File: config.mk
export PLATFORM = sky130hd
export DESIGN_NAME = usb3_ep0_tx_flat
export DESIGN_NICKNAME = d
export VERILOG_FILES = /design/src/rtl/usb3_ep0_tx_pkg.sv /design/src/rtl/usb3_ep0_tx_if.sv /design/src/rtl/usb3_ep0_tx_fifo.sv /design/src/rtl/usb3_ep0_tx.sv /design/src/flat_wrapper.sv
export SDC_FILE = /design/constraint.sdc
export NUM_CORES = 1
export LEC_CHECK = 0
export CORE_MARGIN = 2
export CORE_UTILIZATION = 49
export DETAILED_ROUTE_END_ITERATION = 8
export PLACE_DENSITY = 0.68
export SLEW_MARGIN = 20
export SYNTH_ARGS = -nofsm -noshare
export SYNTH_HDL_FRONTEND = slang
export SYNTH_SLANG_ARGS = --single-unit
File: constraint.sdc
create_clock -name local_clk -period 6.77 [get_ports local_clk]
set_clock_uncertainty 0.2 [all_clocks]
set_input_delay 0.677 -clock local_clk [delete_from_list [all_inputs] [get_ports local_clk]]
set_output_delay 0.677 -clock local_clk [all_outputs]
set_load 0.03 [all_outputs]
File: src/rtl/usb3_ep0_tx_pkg.sv
// Shared EP0 control-IN transmit definitions: FSM encodings, default packet size
// and the last-word byte-enable decode.
package usb3_ep0_tx_pkg;

    localparam int EP0_MAX_PKT = 512;

    typedef enum logic [2:0] {
        S_IDLE,
        S_WAIT,
        S_HDR,
        S_DATA,
        S_ARM,
        S_ARM_REL
    } ep0_tx_state_e;

    // Byte 0 sits in [31:24], so a short last word keeps its upper lanes.
    function automatic logic [3:0] last_be(input logic [1:0] rem);
        case (rem)
            2'd1:    return 4'b1000;
            2'd2:    return 4'b1100;
            2'd3:    return 4'b1110;
            default: return 4'b1111;
        endcase
    endfunction

endpackage

File: src/rtl/usb3_ep0_tx_if.sv
// EP0 buffer side and protocol-layer DP side of the EP0 transmitter.
// master = the transmitter, slave = endpoint/protocol layer around it.
interface usb3_ep0_tx_if;
    logic        ep_hasdata;
    logic [10:0] ep_len;
    logic [8:0]  ep_rd_addr;
    logic [31:0] ep_rd_q;
    logic        ep_arm;
    logic        ep_arm_ack;
    logic        tx_req;
    logic        tx_abort;
    logic        tx_start;
    logic [10:0] tx_len;
    logic [31:0] tx_data;
    logic        tx_valid;
    logic        tx_ready;
    logic [3:0]  tx_be;
    logic        tx_last;
    logic        busy;
    logic        err_arm;

    modport master (
        input  ep_hasdata, ep_len, ep_rd_q, ep_arm_ack, tx_req, tx_abort, tx_ready,
        output ep_rd_addr, ep_arm, tx_start, tx_len, tx_data, tx_valid, tx_be, tx_last,
               busy, err_arm
    );

    modport slave (
        output ep_hasdata, ep_len, ep_rd_q, ep_arm_ack, tx_req, tx_abort, tx_ready,
        input  ep_rd_addr, ep_arm, tx_start, tx_len, tx_data, tx_valid, tx_be, tx_last,
               busy, err_arm
    );

endinterface

File: src/rtl/usb3_ep0_tx_fifo.sv
// 4-entry sync FIFO holding prefetched EP0 buffer words; flush drops everything.
module usb3_ep0_tx_fifo #(
    parameter int W = 32
) (
    input  logic         clk_i,
    input  logic         rst_ni,
    input  logic         flush_i,
    input  logic         push_i,
    input  logic         pop_i,
    input  logic [W-1:0] din_i,
    output logic [W-1:0] dout_o,
    output logic         empty_o,
    output logic [2:0]   count_o
);
    logic [W-1:0] mem_q [4];
    logic [1:0]   wr_q, rd_q;
    logic [2:0]   cnt_q;
    logic         do_pop;

    assign do_pop  = pop_i && (cnt_q != 3'd0);
    assign empty_o = (cnt_q == 3'd0);
    assign count_o = cnt_q;
    assign dout_o  = mem_q[rd_q];

    always_ff @(posedge clk_i or negedge rst_ni) begin
        if (!rst_ni) begin
            for (int i = 0; i < 4; i++) mem_q[i] <= '0;
            wr_q  <= '0;
            rd_q  <= '0;
            cnt_q <= '0;
        end else if (flush_i) begin
            wr_q  <= '0;
            rd_q  <= '0;
            cnt_q <= '0;
        end else begin
            if (push_i) begin
                mem_q[wr_q] <= din_i;
                wr_q        <= wr_q + 2'd1;
            end
            if (do_pop) rd_q <= rd_q + 2'd1;
            cnt_q <= cnt_q + {2'd0, push_i} - {2'd0, do_pop};
        end
    end

endmodule

File: src/rtl/usb3_ep0_tx.sv
// EP0 control-IN transmitter: splits a buffered response into DPs of at most
// MAX_PKT bytes, prefetching buffer words under a 4-word credit, then arms EP0.
module usb3_ep0_tx
    import usb3_ep0_tx_pkg::*;
#(
    parameter int MAX_PKT     = EP0_MAX_PKT,
    parameter int RD_LAT      = 2,
    parameter int ARM_TIMEOUT = 255
) (
    input  logic          local_clk,
    input  logic          reset_n,
    usb3_ep0_tx_if.master bus
);
    localparam int TW = $clog2(ARM_TIMEOUT + 1);

    ep0_tx_state_e     state_q, state_d;
    logic [10:0]       remain_q, remain_d;
    logic [10:0]       pkt_q, pkt_d;
    logic [8:0]        rd_addr_q, rd_addr_d;
    logic [8:0]        issued_q, issued_d;
    logic [8:0]        popped_q, popped_d;
    logic [2:0]        inflight_q, inflight_d;
    logic [RD_LAT-1:0] rd_pipe_q;
    logic [TW-1:0]     arm_cnt_q, arm_cnt_d;
    logic              err_q, err_d;

    logic [8:0]  nwords;
    logic        issue, push, pop, is_last;
    logic [31:0] fifo_dout;
    logic        fifo_empty;
    logic [2:0]  fifo_cnt;

    assign nwords  = 9'(pkt_q >> 2) + {8'd0, |pkt_q[1:0]};
    assign push    = rd_pipe_q[RD_LAT-1];
    assign pop     = !fifo_empty && bus.tx_ready;
    assign is_last = (popped_q == nwords - 9'd1);
    // In-flight reads plus buffered words never exceed the FIFO depth; a pop
    // this cycle already frees its slot.
    assign issue   = (state_q == S_DATA) && !bus.tx_abort && (issued_q < nwords) &&
                     (({1'b0, inflight_q} + {1'b0, fifo_cnt}) < (4'd4 + {3'd0, pop}));

    usb3_ep0_tx_fifo #(.W(32)) u_fifo (
        .clk_i   (local_clk),
        .rst_ni  (reset_n),
        .flush_i (bus.tx_abort),
        .push_i  (push),
        .pop_i   (pop),
        .din_i   (bus.ep_rd_q),
        .dout_o  (fifo_dout),
        .empty_o (fifo_empty),
        .count_o (fifo_cnt)
    );

    always_ff @(posedge local_clk or negedge reset_n) begin
        if (!reset_n) begin
            state_q    <= S_IDLE;
            remain_q   <= '0;
            pkt_q      <= '0;
            rd_addr_q  <= '0;
            issued_q   <= '0;
            popped_q   <= '0;
            inflight_q <= '0;
            rd_pipe_q  <= '0;
            arm_cnt_q  <= '0;
            err_q      <= 1'b0;
        end else begin
            state_q    <= state_d;
            remain_q   <= remain_d;
            pkt_q      <= pkt_d;
            rd_addr_q  <= rd_addr_d;
            issued_q   <= issued_d;
            popped_q   <= popped_d;
            inflight_q <= inflight_d;
            rd_pipe_q  <= bus.tx_abort ? '0 : RD_LAT'({rd_pipe_q, issue});
            arm_cnt_q  <= arm_cnt_d;
            err_q      <= err_d;
        end
    end

    always_comb begin
        state_d    = state_q;
        remain_d   = remain_q;
        pkt_d      = pkt_q;
        rd_addr_d  = issue ? rd_addr_q + 9'd1 : rd_addr_q;
        issued_d   = issued_q + {8'd0, issue};
        popped_d   = popped_q + {8'd0, pop};
        inflight_d = inflight_q + {2'd0, issue} - {2'd0, push};
        arm_cnt_d  = '0;
        err_d      = err_q;
        unique case (state_q)
            S_IDLE: if (bus.ep_hasdata) begin
                state_d   = S_WAIT;
                remain_d  = bus.ep_len;
                rd_addr_d = '0;
            end
            S_WAIT: if (bus.tx_req) begin
                state_d  = S_HDR;
                pkt_d    = (remain_q > 11'(MAX_PKT)) ? 11'(MAX_PKT) : remain_q;
                issued_d = '0;
                popped_d = '0;
            end
            S_HDR: state_d = (pkt_q == '0) ? S_ARM : S_DATA;
            S_DATA: if (pop && is_last) begin
                remain_d = remain_q - pkt_q;
                state_d  = (remain_q == pkt_q) ? S_ARM : S_WAIT;
            end
            S_ARM: begin
                arm_cnt_d = arm_cnt_q + TW'(1);
                if (bus.ep_arm_ack) begin
                    state_d = S_ARM_REL;
                end else if (arm_cnt_q == TW'(ARM_TIMEOUT - 1)) begin
                    err_d   = 1'b1;
                    state_d = S_ARM_REL;
                end
            end
            // Holding here until the endpoint drops hasdata avoids resending a stale response.
            S_ARM_REL: if (!bus.ep_hasdata) state_d = S_IDLE;
            default: state_d = S_IDLE;
        endcase
        if (bus.tx_abort) begin
            state_d    = S_IDLE;
            remain_d   = '0;
            inflight_d = '0;
        end
    end

    assign bus.ep_rd_addr = rd_addr_q;
    assign bus.ep_arm     = (state_q == S_ARM);
    assign bus.tx_start   = (state_q == S_HDR);
    assign bus.tx_len     = (state_q == S_HDR) ? pkt_q : '0;
    assign bus.tx_valid   = !fifo_empty;
    assign bus.tx_data    = fifo_empty ? '0 : fifo_dout;
    assign bus.tx_last    = !fifo_empty && is_last;
    assign bus.tx_be      = fifo_empty ? 4'b0000 : (is_last ? last_be(pkt_q[1:0]) : 4'b1111);
    assign bus.busy       = (state_q != S_IDLE);
    assign bus.err_arm    = err_q;

endmodule

File: src/flat_wrapper.sv
// flat-port wrapper written by rule: the top's interface ports become plain ports
module usb3_ep0_tx_flat import usb3_ep0_tx_pkg::*;
#(
    parameter int MAX_PKT     = EP0_MAX_PKT,
    parameter int RD_LAT      = 2,
    parameter int ARM_TIMEOUT = 255
)
  (local_clk, reset_n, bus_ep_hasdata, bus_ep_len, bus_ep_rd_q, bus_ep_arm_ack, bus_tx_req, bus_tx_abort, bus_tx_ready, bus_ep_rd_addr, bus_ep_arm, bus_tx_start, bus_tx_len, bus_tx_data, bus_tx_valid, bus_tx_be, bus_tx_last, bus_busy, bus_err_arm);
  usb3_ep0_tx_if bus_i ();
  input  logic local_clk;
  input  logic reset_n;
  input wire logic [$bits(bus_i.ep_hasdata)-1:0] bus_ep_hasdata;
  input wire logic [$bits(bus_i.ep_len)-1:0] bus_ep_len;
  input wire logic [$bits(bus_i.ep_rd_q)-1:0] bus_ep_rd_q;
  input wire logic [$bits(bus_i.ep_arm_ack)-1:0] bus_ep_arm_ack;
  input wire logic [$bits(bus_i.tx_req)-1:0] bus_tx_req;
  input wire logic [$bits(bus_i.tx_abort)-1:0] bus_tx_abort;
  input wire logic [$bits(bus_i.tx_ready)-1:0] bus_tx_ready;
  output wire logic [$bits(bus_i.ep_rd_addr)-1:0] bus_ep_rd_addr;
  output wire logic [$bits(bus_i.ep_arm)-1:0] bus_ep_arm;
  output wire logic [$bits(bus_i.tx_start)-1:0] bus_tx_start;
  output wire logic [$bits(bus_i.tx_len)-1:0] bus_tx_len;
  output wire logic [$bits(bus_i.tx_data)-1:0] bus_tx_data;
  output wire logic [$bits(bus_i.tx_valid)-1:0] bus_tx_valid;
  output wire logic [$bits(bus_i.tx_be)-1:0] bus_tx_be;
  output wire logic [$bits(bus_i.tx_last)-1:0] bus_tx_last;
  output wire logic [$bits(bus_i.busy)-1:0] bus_busy;
  output wire logic [$bits(bus_i.err_arm)-1:0] bus_err_arm;
  assign bus_i.ep_hasdata = bus_ep_hasdata;
  assign bus_i.ep_len = bus_ep_len;
  assign bus_i.ep_rd_q = bus_ep_rd_q;
  assign bus_i.ep_arm_ack = bus_ep_arm_ack;
  assign bus_i.tx_req = bus_tx_req;
  assign bus_i.tx_abort = bus_tx_abort;
  assign bus_i.tx_ready = bus_tx_ready;
  assign bus_ep_rd_addr = bus_i.ep_rd_addr;
  assign bus_ep_arm = bus_i.ep_arm;
  assign bus_tx_start = bus_i.tx_start;
  assign bus_tx_len = bus_i.tx_len;
  assign bus_tx_data = bus_i.tx_data;
  assign bus_tx_valid = bus_i.tx_valid;
  assign bus_tx_be = bus_i.tx_be;
  assign bus_tx_last = bus_i.tx_last;
  assign bus_busy = bus_i.busy;
  assign bus_err_arm = bus_i.err_arm;
  usb3_ep0_tx #(.MAX_PKT(MAX_PKT), .RD_LAT(RD_LAT), .ARM_TIMEOUT(ARM_TIMEOUT)) u_core (.local_clk(local_clk), .reset_n(reset_n), .bus(bus_i));
endmodule
==> reports/summary.md <==
## Outcome
* status: finished, final reports clean

## Die
* Die Height: 153 µm
* horizontal extent of the die: 153 µm
* Die Outline Area: 0.0235 mm²
* standard-cell rows: 54
* initial core utilization: 49.9%
* core area: 0.0218 mm²
* number of primary I/O pins: 112

## Power
* Sw Share: 36.0%
* sequential cell fraction of total power: 34.5%
* worst ir drop on vdd: 0.180 mV
* leakage power figure: 5.90 nW
* Comb pwr share: 37.2%
* Psw: 1.51 mW
* power density over cell area: 325 mW/mm²
* clock share of power: 28.3%
* internal power: 2.69 mW

## Synthesis
* share of cell area taken by muxes after synthesis: 20.0%
* xor/xnor cell area share of the yosys netlist: 4.53%
* most area-hungry cell type in the Yosys netlist: sky130_fd_sc_hd__dfrtp_1
* Ys Warns: 0
* adder-cell share of the synthesized area: 5.21%
* share of the synthesized area in the top cell type: 46.1%
* syn_nets: 1014
* Most used DFF post-synth: sky130_fd_sc_hd__dfrtp_1
* post-synthesis sequential element count: 201
* number of distinct standard cells referenced by the synthesized netlist: 61
* Simple-Gate Fraction of Synth Area: 13.5%
* dominant cells by area after synthesis: sky130_fd_sc_hd__dfrtp_1, sky130_fd_sc_hd__mux2_2, sky130_fd_sc_hd__mux4_2
* share of synthesized area occupied by flip-flops and latches: 46.1%
* number of standard cells after synthesis: 921
* synthesized-area fraction occupied by ao, oa, aoi and oai cells: 7.38%
* Mapped Area: 0.0109 mm²
* per-instance average area after synthesis: 11.8 µm²
* combinational family with the most area after synthesis: multiplexers
* Post-synth EDFFs: 0
* Async SR Flop Fraction: 100%

## STA
* total negative slack for setup checks: 0 ns
* slew margin rel.: 30.8%
* unrepaired setup endpoints after global routing: false
* Final setup violation count: 0
* Final Slew Violations: 0
* Final Hold Viols: 0
* transition time at the pin with the least slew margin: 1.04 ns
* min Tclk post-route: 5.60 ns
* timing-limited maximum frequency: 0.179 GHz
* final critical-path share of the clock period: 82.7%

## Worst hold path
* number of cells on the worst hold path: 1
* startpoint of the tightest hold check path: u_core.bus.err_arm$_DFFE_PN0P_
* worst min path class: flip-flop to flip-flop

## Worst setup path
* RR Startpoint: u_core.pkt_q[1]$_DFFE_PN0P_
* signal arrival time at the worst endpoint: 4.72 ns
* Worst path top cell family by delay: simple AND/OR/NAND/NOR gates
* required time of the worst setup path: 5.89 ns
* worst reg-to-reg path cell count: 17
* path length in cells of the critical path: 14
* Slowest-stage cell, CP: sky130_fd_sc_hd__clkdlybuf4s50_1
* kind of end point of the critical path: output pin
* type of the worst setup path: flip-flop to output pin
* highest net fanout along the worst path: 11
* largest stage delay on the critical path: 0.67 ns
* CP cell instances: inv_1 -> ha_1 -> inv_1 -> ha_1 -> xnor2_1 -> ha_1 -> nand2_1 -> or3_4 -> a211o_1 -> or2_1 -> o31ai_4 -> and4_1 -> and2_1 -> clkdlybuf4s50_1
* crit start category: flip-flop
* CP bufs+invs: 3
* Worst Setup SP: u_core.pkt_q[1]$_DFFE_PN0P_
* cell occurring most often along the worst timing path: sky130_fd_sc_hd__ha_1

## Layout
* layout net count: 1109
* commonest non-fill, non-tap cells in the layout: sky130_fd_sc_hd__dfrtp_1, sky130_fd_sc_hd__mux2_2, sky130_fd_sc_hd__clkdlybuf4s50_1
* count of filler cells inserted in the layout: 1815
* area occupied by multi-input gates: 0.00552 mm²
* core occupancy in the finished layout: 59.3%
* most common cell after layout, fill and taps aside: sky130_fd_sc_hd__dfrtp_1
* FF+latch area: 0.00503 mm²
* Area growth, synth to finish: 18.8%
* Final Cell Area: 0.0129 mm²
* antenna cell count: 0
* layout cells sized above 1: 21.8%

## Clock network
* worst-case clock buffer depth: 3
* Clock Root Buffer: sky130_fd_sc_hd__clkbuf_16
* TritonCTS clock tree: yes
* Inserted Clock Buffers: 23
* number of clock sinks: 201
* Clock transition at path regs: 0.06 ns
* clock latency at the later pin of the worst-skew pair: 0.51 ns
* Max H-tree Level: 1

## Route
* average detailed-routed wire length per instance: 18.7 µm
* number of DRC markers in iteration 0: 440
* vias per cell: 5.75
* number of remaining DRC errors: 0
* aggregate routed wire length: 24.5 mm
* Final ANT Viol Nets: 0
* number of detailed-routing iterations run before antenna repair: 5
* total vias in the final route: 7531

## Global route
* pin count of the biggest net entering global routing: 73
* via count of the first global-routing pass: 7722
* grt total ovfl: 0
* global-route wire length before repair: 40.4 mm
* initial antenna violation count: 0
* global-route usage over all layers: 21.1%

## Flow run
* max-cap violation count: 0

## Placed design
* placed instance area: 0.0122 mm²
* routability-driven placement congestion ratio: 0.875
* final HPWL from detailed placement: 16.3 mm
* port buffer count: 111

flip-flops by register name, indices dropped and copies added (netlist names):
signal / count
u_core.state_q: 3
u_core.pkt_q: 11
u_core.bus.ep_rd_addr: 9
u_core.u_fifo.rd_q: 2
u_core.issued_q: 9
u_core.bus.err_arm: 1
u_core.popped_q: 9
u_core.rd_pipe_q: 2
u_core.u_fifo.wr_q: 2
u_core.u_fifo.count_o: 3
u_core.inflight_q: 3
u_core.u_fifo.mem_q: 128
u_core.remain_q: 11
u_core.arm_cnt_q: 8
metrics by stage:
stage / std cells / setup WS [ns] / total power, mW / hold WS (ns)
6_report: 1310 / 1.17 / 4.20 / 0.256
2_1_floorplan: 921 / 2.67 / 2.57 / 0.181
3_5_place_dp: 1270 / 1.74 / 3.02 / 0.248
3_3_place_gp: 1270 / 1.85 / 3.00 / 0.238
5_1_grt: 1310 / 0.949 / 4.44 / 0.295
4_1_cts: 1310 / 1.16 / 4.24 / 0.262
timing repair:
item                                   in CTS  in global routing
hold buffers                                1                  0
setup endpoints to repair                   0                  0
endpoints found under the hold margin      59                  0
setup buffers                               0                  0
resized for setup                           0                  0
path summary, 6_finish.rpt:
path	to	slack, ns
worst max-delay path	bus_tx_last	1.17
worst min register to register	u_core.bus.err_arm$_DFFE_PN0P_	0.26
worst min-delay path	u_core.bus.err_arm$_DFFE_PN0P_	0.26
min in group asynchronous	u_core.pkt_q[0]$_DFFE_PN0P_	0.50
max in group asynchronous	u_core.u_fifo.rd_q[0]$_DFFE_PN0P_	4.51
worst max register to register	u_core.issued_q[8]$_DFF_PN0_	1.98
final cells by class:
type	count	area share, %
clock buffers	32	5.01
clock inverters	7	0.541
inverters	33	0.957
multi-input cells	635	42.7
flip-flops and latches	201	38.9
well taps	280	2.71
repair buffers	122	9.27
routing by layer:
layer  vias to the layer above  wire length, µm  track usage [%]
li1                       3524                -                -
met1                      3817            11100             28.5
met2                       155            11800             35.7
met3                        35             1250             3.94
met4                         0              412             4.94
met5                         -                0                0
worst register-to-register path: stages (launching register included):
cell and delay, ns:
sky130_fd_sc_hd__dfrtp_1 0.39, sky130_fd_sc_hd__inv_1 0.12, sky130_fd_sc_hd__ha_1 0.22, sky130_fd_sc_hd__inv_1 0.13, sky130_fd_sc_hd__ha_1 0.31, sky130_fd_sc_hd__nand2_2 0.18, sky130_fd_sc_hd__nor4_2 0.41, sky130_fd_sc_hd__xnor2_1 0.12
sky130_fd_sc_hd__ha_1 0.21, sky130_fd_sc_hd__or4_1 0.55, sky130_fd_sc_hd__or2_1 0.46, sky130_fd_sc_hd__nor2_1 0.31, sky130_fd_sc_hd__ha_1 0.26, sky130_fd_sc_hd__ha_1 0.21, sky130_fd_sc_hd__and3_1 0.23, sky130_fd_sc_hd__nand3_1 0.11
sky130_fd_sc_hd__xor2_1 0.16, sky130_fd_sc_hd__nor2_1 0.05
Yosys cell counts, drive strengths merged (4+ instances only):
library cell / number
and4: 6
or4: 7
nand3b: 5
a21oi: 35
a31oi: 4
and2: 54
nor4: 9
inv: 33
xnor2: 25
nand3: 22
o21ai: 22
xor2: 16
and3: 12
nor3: 21
or3: 8
mux4: 32
dfrtp: 201
mux2: 128
o21a: 7
nor2: 55
nand4: 11
nor2b: 10
o211ai: 4
nand2: 32
fa: 4
buf: 28
a211oi: 13
clkbuf: 24
o31ai: 10
xnor3: 6
a21o: 6
ha: 39
cells by family after synthesis:
kind of cell	Yosys count
buffers and inverters	85
and+or+nand+nor	266
muxes	162
adders and majority gates	43
AOI/OAI and AO/OA	117
xor gates and xnor gates	47
DFF	201
power groups by stage:
stage / logic [mW] / clock network [mW] / registers (mW)
after floorplan: 1.17 / 0 / 1.40
after global placement: 1.53 / 0 / 1.46
after detailed placement: 1.56 / 0 / 1.47
after CTS: 1.57 / 1.23 / 1.45
after global routing: 1.70 / 1.27 / 1.47
final: 1.56 / 1.19 / 1.45
No activity file was read; power rests on OpenSTA's default activity.
